**config.mk**
```make
export PLATFORM = sky130hd
export DESIGN_NAME = m68k_bus_arbiter
export DESIGN_NICKNAME = d
export VERILOG_FILES = /design/src/rtl/m68k_bus_arbiter.sv
export SDC_FILE = /design/constraint.sdc
export NUM_CORES = 1
export LEC_CHECK = 0
export CAP_MARGIN = 20
export CORE_ASPECT_RATIO = 0.75
export CORE_MARGIN = 2
export CORE_UTILIZATION = 40
export DETAILED_ROUTE_END_ITERATION = 8
export MAX_ROUTING_LAYER = met4
export PLACE_DENSITY_LB_ADDON = 0.12
export SLEW_MARGIN = 40
export SYNTH_ARGS = -nofsm -noshare
export SYNTH_HDL_FRONTEND = slang
export SYNTH_SLANG_ARGS = --single-unit
```
**constraint.sdc**
```tcl
create_clock -name c200m -period 3.2 [get_ports c200m]
set_input_delay 0.48 -clock c200m [delete_from_list [all_inputs] [get_ports c200m]]
set_output_delay 0.48 -clock c200m [all_outputs]
set_load 0.02 [all_outputs]
```
**src/rtl/m68k_bus_arbiter.sv**
```systemverilog
// 68000 bus-mastership arbiter: hands the bus to Amiga DMA masters via BR/BG/BGACK
// and guarantees the Pi-side cycle engine a minimum tenure between DMA grants.
module m68k_bus_arbiter #(
  parameter int GRANT_TIMEOUT = 16,
  parameter int RECLAIM_DELAY = 2,
  parameter int MIN_OWN       = 4
) (
  input  logic       c200m,
  input  logic       reset,
  input  logic       m68k_clk,
  input  logic       br_n,
  input  logic       bgack_n,
  input  logic       pi_req,
  input  logic       cycle_idle,
  output logic       bus_owned,
  output logic       drive_en,
  output logic       bg_n,
  output logic       dma_active,
  output logic [7:0] grant_count,
  output logic       timeout_flag,
  input  logic       clr_flag
);

  localparam int TW = $clog2(GRANT_TIMEOUT + 1);
  localparam int RW = $clog2(RECLAIM_DELAY + 1);
  localparam int HW = $clog2(MIN_OWN + 1);
  localparam logic [TW-1:0] TMO_LAST  = TW'(GRANT_TIMEOUT - 1);
  localparam logic [RW-1:0] RC_LAST   = RW'(RECLAIM_DELAY - 1);
  localparam logic [HW-1:0] HOLD_INIT = HW'(MIN_OWN);

  typedef enum logic [2:0] {OWN, DRAIN, GRANT, DMA, RECLAIM} state_t;

  state_t        state, state_nxt;
  logic [2:0]    mclk_sync;
  // br/bgack only ever consume stage [1]; the unused third stage is not built.
  logic [1:0]    br_sync, bgack_sync;
  logic          br_s, bgack_s, c7m_fall;
  logic [HW-1:0] hold_cnt, hold_nxt;
  logic [TW-1:0] tmo_cnt, tmo_nxt;
  logic [RW-1:0] rc_cnt, rc_nxt;
  logic          grant_inc, tmo_set;

  always_ff @(posedge c200m or posedge reset) begin
    if (reset) begin
      mclk_sync  <= '0;
      br_sync    <= '1;
      bgack_sync <= '1;
    end else begin
      mclk_sync  <= {mclk_sync[1:0], m68k_clk};
      br_sync    <= {br_sync[0], br_n};
      bgack_sync <= {bgack_sync[0], bgack_n};
    end
  end

  assign br_s     = br_sync[1];
  assign bgack_s  = bgack_sync[1];
  assign c7m_fall = mclk_sync[2] & ~mclk_sync[1];

  always_comb begin
    state_nxt = state;
    hold_nxt  = hold_cnt;
    tmo_nxt   = tmo_cnt;
    rc_nxt    = rc_cnt;
    grant_inc = 1'b0;
    tmo_set   = 1'b0;
    if (c7m_fall) begin
      unique case (state)
        OWN: begin
          if (!pi_req)
            hold_nxt = '0;
          else if (hold_cnt != '0)
            hold_nxt = hold_cnt - HW'(1);
          // a dropped pi_req releases the minimum-ownership hold on this same edge
          if (!br_s && (!pi_req || hold_cnt == '0))
            state_nxt = DRAIN;
        end
        DRAIN: begin
          if (br_s) begin
            state_nxt = OWN;
          end else if (cycle_idle) begin
            state_nxt = GRANT;
            tmo_nxt   = '0;
          end
        end
        GRANT: begin
          if (!bgack_s) begin
            state_nxt = DMA;
            grant_inc = 1'b1;
          end else if (br_s) begin
            state_nxt = RECLAIM;
            rc_nxt    = '0;
          end else if (tmo_cnt == TMO_LAST) begin
            state_nxt = RECLAIM;
            rc_nxt    = '0;
            tmo_set   = 1'b1;
          end else begin
            tmo_nxt = tmo_cnt + TW'(1);
          end
        end
        DMA: begin
          if (bgack_s) begin
            state_nxt = RECLAIM;
            rc_nxt    = '0;
          end
        end
        RECLAIM: begin
          if (rc_cnt == RC_LAST) begin
            state_nxt = OWN;
            hold_nxt  = HOLD_INIT;
          end else begin
            rc_nxt = rc_cnt + RW'(1);
          end
        end
        default: state_nxt = OWN;
      endcase
    end
  end

  always_ff @(posedge c200m or posedge reset) begin
    if (reset) begin
      state        <= OWN;
      hold_cnt     <= '0;
      tmo_cnt      <= '0;
      rc_cnt       <= '0;
      bus_owned    <= 1'b1;
      drive_en     <= 1'b1;
      bg_n         <= 1'b1;
      dma_active   <= 1'b0;
      grant_count  <= '0;
      timeout_flag <= 1'b0;
    end else begin
      state      <= state_nxt;
      hold_cnt   <= hold_nxt;
      tmo_cnt    <= tmo_nxt;
      rc_cnt     <= rc_nxt;
      bus_owned  <= (state_nxt == OWN);
      drive_en   <= (state_nxt == OWN) || (state_nxt == DRAIN);
      bg_n       <= (state_nxt != GRANT);
      dma_active <= (state_nxt == GRANT) || (state_nxt == DMA);
      if (grant_inc)
        grant_count <= grant_count + 8'd1;
      if (tmo_set)
        timeout_flag <= 1'b1;
      else if (clr_flag)
        timeout_flag <= 1'b0;
    end
  end

endmodule
```
==> results of run 1 <==
## path summary, 6_finish.rpt
check,from,to,slack [ns],depth (start not counted)
hold reg to reg,bgack_sync[0],bgack_sync[1],0.36,0
setup reg to reg,tmo_cnt[0],tmo_cnt[4],1.05,7
min in group asynchronous,reset,rc_cnt[1],0.54,2
setup / recovery,tmo_cnt[0],tmo_cnt[4],1.05,7
max in group asynchronous,reset,bgack_sync[1],1.94,3
hold / removal,bgack_sync[0],bgack_sync[1],0.36,0
## cell type report
type / instances / share of cell area, %
Sequential cell: 33 / 43.5
Multi-Input combinational cell: 94 / 34.9
Timing Repair Buffer: 21 / 10.8
Clock buffer: 7 / 5.02
Tap cell: 52 / 3.39
Inverter: 11 / 2.15
Clock inverter: 1 / 0.261
## Yosys cell counts, drive strengths merged (3+ instances only)
library cell  number  area share [%]
nand4              4             1.6
nand2b             4             1.6
a21o               3             1.4
nor3               5             2.6
o21ai              3            0.96
o31ai              3             1.4
nor2               8             2.1
nand3              4             1.3
inv               11             2.6
dfstp              7              12
dfrtp             26              41
ha                 6             4.8
nand2             11             2.6
buf                4             1.3
xnor2              6             3.3
nor2b              3             1.2
o22ai              3             1.2
and3               3             1.2
## worst reg2reg max path, delay by kind of cell, from the launching register on
family	cells	cell delay, ns
fa+ha+maj	2	0.47
mux	1	0.35
simple gates	4	0.78
flops	1	0.43
## routing by layer
metal  share of wire (%)  routed length [microns]  track usage, %  vias to the layer above
met1                  50                     1460            19.9                      551
li1                    -                        -               -                      556
met5                   0                        0               -                        -
met4                 1.1                       31            6.23                        0
met2                  45                     1320            23.6                       26
met3                 4.8                      140            4.83                        4
## flip-flops by register name (all words and copies together), names as in the netlist, 2 cells and up
register,cells
grant_count,8
hold_cnt,3
mclk_sync,3
rc_cnt,2
bgack_sync,2
state,3
br_sync,2
tmo_cnt,5
## stage by stage
stage                     utilization, %  hold WS, ns  std cells
after floorplan                        -        0.331        143
after global placement              49.1        0.335        211
after detailed placement            49.1        0.347        211
after CTS                           51.8        0.357        219
after global routing                51.8        0.366        219
final                               51.8        0.357        219
## power by group through the flow
stage,logic [uW],clock network (uW),registers (uW)
after detailed placement,559,0,680
after floorplan,374,0,683
after CTS,563,350,673
after global placement,542,0,674
final,558,341,675
after global routing,631,368,699
## cell families after synthesis
| logic type | Yosys count |
|---|---|
| DFF | 33 |
| muxes | 4 |
| adders and majority gates | 6 |
| xor gates and xnor gates | 7 |
| and+or+nand+nor | 54 |
| buffers and inverters | 16 |
| AOI/OAI and AO/OA | 23 |
==> run summary, run 1 <==
first-pass GRT wire length: 5.24 mm
gp weighted congestion: 0.811
Ys Warns: 0
xor and xnor area share after synthesis: 3.90%
Placed Instance Area: 0.00182 sq mm
die width: 76.3 microns
post-synthesis cell type count: 44
mux share of post-synthesis cell area: 2.71%
sequential share of power: 42.9%
post-route cell area: 0.00192 sq mm
CTS H-tree lvls: 2
die height: 58.3 microns
initial antenna violation count: 0
HP Class: reg -> reg
total power: 1570 uW
Diodes inserted: 0
most frequent cells in the layout: dfrtp_1 (26), clkdlybuf4s50_1 (20), nand2_1 (11), inv_1 (10)
antenna-violating nets left: 0
die area: 0.00445 sq mm
Buffers & Inverters on Critical Path: 0
# setup viols final: 0
final worst slack: 1.05 ns
core region area: 0.00371 sq mm
PortBufs: 20
Setup WS pre-CTS: 1.07 ns
Max-Cap Viols: 0
Worst path top cell family by delay: simple AND/OR/NAND/NOR gates
total iterations of the first detailed-routing run: 4
clk_lat worst skew: 0.28 ns
Post-Route WL: 2.95 mm
Worst EP required: 3.37 ns
FMAX: 466 MHz
max_slew headroom: 62.0%
Main synth FF type: dfrtp_1
Internal: 1000 uW
Reg clk slew, reported paths: 0.07 ns
site row count: 19
Cells after Synth: 143
Fin. Hold Viols: 0
syn_area_per_cell: 11.0 sq um
Pwr Density: 819 mW/mm^2
routed vias: 1137
number of global-route vias before repair: 1138
Critical-path top delay cell: dfrtp_1
Starting Density: 42.3%
most common cell after layout, fill and taps aside: dfrtp_1
pin count of the biggest net entering global routing: 20
area delta synth->final: 22.3%
reported net switching power: 573 uW
DR DRC count: 0
Compound-Gate Fraction of Synth Area: 10.5%
Top cell by count, worst path: ha_1
hpwl dp: 2.17 mm
GRT overflow: 0
Startpoint Class: register
maximum clock path buffer count: 2
CTS tree: built
WS Path Type: reg -> reg
Post-synth ARST share: 100%
clock sinks: 33
combinational family with the most area after synthesis: simple AND/OR/NAND/NOR gates
Post-Syn Nets: 157
root buffer cell: clkbuf_8
FF+latch area: 835 sq um
CP Capture Type: register
Final min period: 2.15 ns
CTS Buf Count: 5
Worst Skew: 0.00473 ns
crit path DAT: 2.32 ns
FILL cells: 339
crit-path max cell delay: 0.43 ns
Post-Route Setup TNS: 0 ns
share of cells above drive strength 1: 12.0%
max-slew violations: 0
EDFF count, synth: 0
Comb pwr share: 35.4%
FF+latch count, synth: 33
Post-CTS Hold Buffers: 0
post-CTS setup buffers: 0
switching portion of total power: 36.4%
drt via density: 5.19
unrepaired setup endpoints after global routing: false
Slew @ Worst Pin: 0.569 ns
period utilisation layout: 67.1%
status: complete, no violations
IO Pins: 21
register area share after synthesis: 53.1%
leakage power: 0.000836 uW
Clk pwr share: 21.6%
footprint of the multi-input gates: 671 sq um
Avg WL per Cell: 13.5 microns
post-synthesis simple-gate area fraction: 20.8%
CP Cell Sequence: ha_1 > and3_1 > ha_1 > nor3b_1 > nor2_1 > nor3_2 > mux2_1
area of the mapped netlist: 0.00157 sq mm
crit-path max FO: 6
Adder-Cell Fraction of Synth Area: 4.78%
CTS resizes: 0
Detailed Route Iter0 Violations: 75
Peak VDD IR: 0.385 mV
Nets: 180
GRT Total Usage: 15.7%
No activity file was read; power rests on OpenSTA's default activity.
==> run 2, diff against run 1 <==
==> constraint.sdc (replaced) <==
create_clock -name c200m -period 1.8 [get_ports c200m]
set_input_delay 0.27 -clock c200m [delete_from_list [all_inputs] [get_ports c200m]]
set_output_delay 0.27 -clock c200m [all_outputs]
set_load 0.02 [all_outputs]
==> run 2 against run 1 <==
The flow now finishes with violations (setup timing). Cell count increased by 5.9%. Register-to-register slack worse by 1.1 ns. Count of clock-buffer cells in the layout increased by 1. Routed wire length grew 7.0%. Die area did not move. Sequential cell count stayed put. Global-route usage grew 0.59 points. Combinational power grew 140%. Clock power grew 67%. Maximum frequency is 15% higher. Power increased by 93%. Worst hold slack gained 0.0012 ns. Highest routed layer unchanged.
==> run summary, run 2 (synthesized netlist as in run 1, its figures left out) <==
DR DRC count: 0 (unchanged)
IO Pins: 21 (unchanged)
maximum clock path buffer count: 2 (unchanged)
Detailed Route Iter0 Violations: 59 (was 75)
area delta synth->final: 33.3% (was 22.3%)
PortBufs: 20 (unchanged)
crit-path max cell delay: 0.39 ns (was 0.43 ns)
CP Capture Type: register (unchanged)
Pwr Density: 1450 mW/mm^2 (was 819 mW/mm^2)
initial antenna violation count: 0 (unchanged)
HP Class: reg -> reg (unchanged)
Critical-path top delay cell: dfrtp_1 (unchanged)
reported net switching power: 1120 uW (was 573 uW)
gp weighted congestion: 0.897 (was 0.811)
# setup viols final: 3 (was 0)
Reg clk slew, reported paths: 0.07 ns (about the same)
number of global-route vias before repair: 1147 (was 1138)
Nets: 193 (was 180)
routed vias: 1199 (was 1137)
Startpoint Class: register (unchanged)
CTS Buf Count: 5 (unchanged)
Max-Cap Viols: 0 (unchanged)
hpwl dp: 2.18 mm (was 2.17 mm)
clock sinks: 33 (unchanged)
FILL cells: 341 (was 339)
Worst EP required: 1.96 ns (was 3.37 ns)
status: finished with violations (was complete, no violations)
largest registers: grant_count x8, tmo_cnt x5 (unchanged)
Avg WL per Cell: 13.6 microns (was 13.5 microns)
max-slew violations: 0 (unchanged)
fin cells: 232 (was 219)
Internal: 1920 uW (was 1000 uW)
Fin. Hold Viols: 0 (unchanged)
drt via density: 5.17 (was 5.19)
CTS tree: built (unchanged)
most common cell after layout, fill and taps aside: dfrtp_1 (unchanged)
die width: 76.3 microns (unchanged)
Clk pwr share: 18.7% (was 21.6%)
die area: 0.00445 sq mm (unchanged)
CP Cell Sequence: ha_2 > and3_4 > ha_4 > nor3b_4 > nor2_4 > nor3_4 > mux2_4 (was ha_1 > and3_1 > ha_1 > nor3b_1 > nor2_1 > nor3_2 > mux2_1)
most frequent cells in the layout: dfrtp_1 (26), clkdlybuf4s50_1 (20), buf_4 (14), nand2_1 (11), inv_1 (10) (was dfrtp_1 (26), clkdlybuf4s50_1 (20), nand2_1 (11), inv_1 (10))
Post-Route WL: 3.15 mm (was 2.95 mm)
GRT Total Usage: 16.2% (was 15.7%)
Slew @ Worst Pin: 0.463 ns (was 0.569 ns)
Biggest register: grant_count (unchanged)
final worst slack: -0.0745 ns (was 1.05 ns)
clk_lat worst skew: 0.28 ns (about the same)
Worst Skew: 0.00909 ns (was 0.00473 ns)
CTS H-tree lvls: 2 (unchanged)
WS Path Type: reg -> reg (unchanged)
root buffer cell: clkbuf_8 (unchanged)
period utilisation layout: 104% (was 67.1%)
die height: 58.3 microns (unchanged)
max_slew headroom: 69.1% (was 62.0%)
GRT overflow: 0 (unchanged)
Peak VDD IR: 0.936 mV (was 0.385 mV)
switching portion of total power: 36.9% (was 36.4%)
total iterations of the first detailed-routing run: 4 (unchanged)
Final min period: 1.87 ns (was 2.15 ns)
leakage power: 0.000900 uW (was 0.000836 uW)
pin count of the biggest net entering global routing: 34 (was 20)
antenna-violating nets left: 0 (unchanged)
unrepaired setup endpoints after global routing: true (was false)
first-pass GRT wire length: 5.42 mm (was 5.24 mm)
failing checks: setup timing
max FFs per register: 8 (unchanged)
FMAX: 533 MHz (was 466 MHz)
crit path DAT: 2.03 ns (was 2.32 ns)
Comb pwr share: 44.5% (was 35.4%)
Starting Density: 42.3% (unchanged)
Setup WS pre-CTS: -0.0545 ns (was 1.07 ns)
site row count: 19 (unchanged)
core region area: 0.00371 sq mm (unchanged)
share of cells above drive strength 1: 23.9% (was 12.0%)
placed cells: 221 (was 211)
crit-path max FO: 6 (unchanged)
Diodes inserted: 0 (unchanged)
sequential share of power: 36.8% (was 42.9%)
-- run 2: changes by cell type in the layout (fill, tap and decap cells not counted), moves of 2 or more --
cell | before | now
o311ai_1 | 2 | 0
o311ai_2 | 0 | 2
ha_1 | 6 | 4
buf_4 | 1 | 14
clkbuf_1 | 0 | 2
-- run 2: metal layers --
metal	global-route usage, %	vias up	wire length (microns)	share of wire (%)
li1	-	582	-	-
met1	21.2	588	1470	47
met2	24.5	25	1520	48
met3	4.36	4	133	4.2
met4	6.23	0	27	0.86
met5	-	-	0	0
-- run 2: final cells by class --
cell class              count  area [sq um]  share of cell area (%)
flip-flops and latches     33           835                    39.9
multi-input cells          94           757                    36.2
inverters                  11          41.3                    1.97
repair buffers             34           305                    14.6
well taps                  52          65.1                    3.11
clock buffers               8          90.1                    4.30
-- run 2: worst max-delay path, delay by kind of cell (launching register included) --
family | cells | cell delay, ns
AND/OR/NAND/NOR | 4 | 0.68
flip-flops | 1 | 0.39
multiplexers | 1 | 0.32
adder cells (fa/ha/maj) | 2 | 0.36
-- run 2: path summary, 6_finish.rpt --
| check | cells after the start | from | end | slack (ns) |
|---|---|---|---|---|
| max | 7 | tmo_cnt[0] | tmo_cnt[4] | -0.07 |
| min | 0 | br_sync[0] | br_sync[1] | 0.36 |
| max reg2reg | 7 | tmo_cnt[0] | tmo_cnt[4] | -0.07 |
| min reg2reg | 0 | br_sync[0] | br_sync[1] | 0.36 |
| max in group asynchronous | 3 | reset | bgack_sync[1] | 1.10 |
| min in group asynchronous | 3 | reset | tmo_cnt[0] | 0.37 |
-- run 2: power by group through the flow --
stage | clock, uW | combinational (uW) | sequential, uW
6_report | 569 | 1350 | 1120
3_3_place_gp | 0 | 1190 | 1110
5_1_grt | 621 | 1500 | 1150
3_5_place_dp | 0 | 1230 | 1130
2_1_floorplan | 0 | 684 | 1220
4_1_cts | 585 | 1230 | 1120
-- run 2: metrics by stage --
| stage | util, % | hold WS, ns | cell area [sq um] | TNS, ns | power, uW |
|---|---|---|---|---|---|
| 2_1_floorplan | - | 0.274 | 1600 | 0 | 1900 |
| 3_5_place_dp | 51.8 | 0.351 | 1920 | -0.105 | 2360 |
| 3_3_place_gp | 51.8 | 0.334 | 1920 | 0 | 2300 |
| 4_1_cts | 54.3 | 0.360 | 2010 | -0.178 | 2930 |
| 6_report | 56.4 | 0.358 | 2090 | -0.127 | 3040 |
| 5_1_grt | 56.4 | 0.366 | 2090 | -0.472 | 3270 |
-- run 2: what timing repair did --
action,in CTS,in global routing
gates cloned,0,0
resized for setup,0,11
buffers inserted,0,3
pin swaps,0,8
endpoints found under the setup margin,4,12
hold buffers,0,0
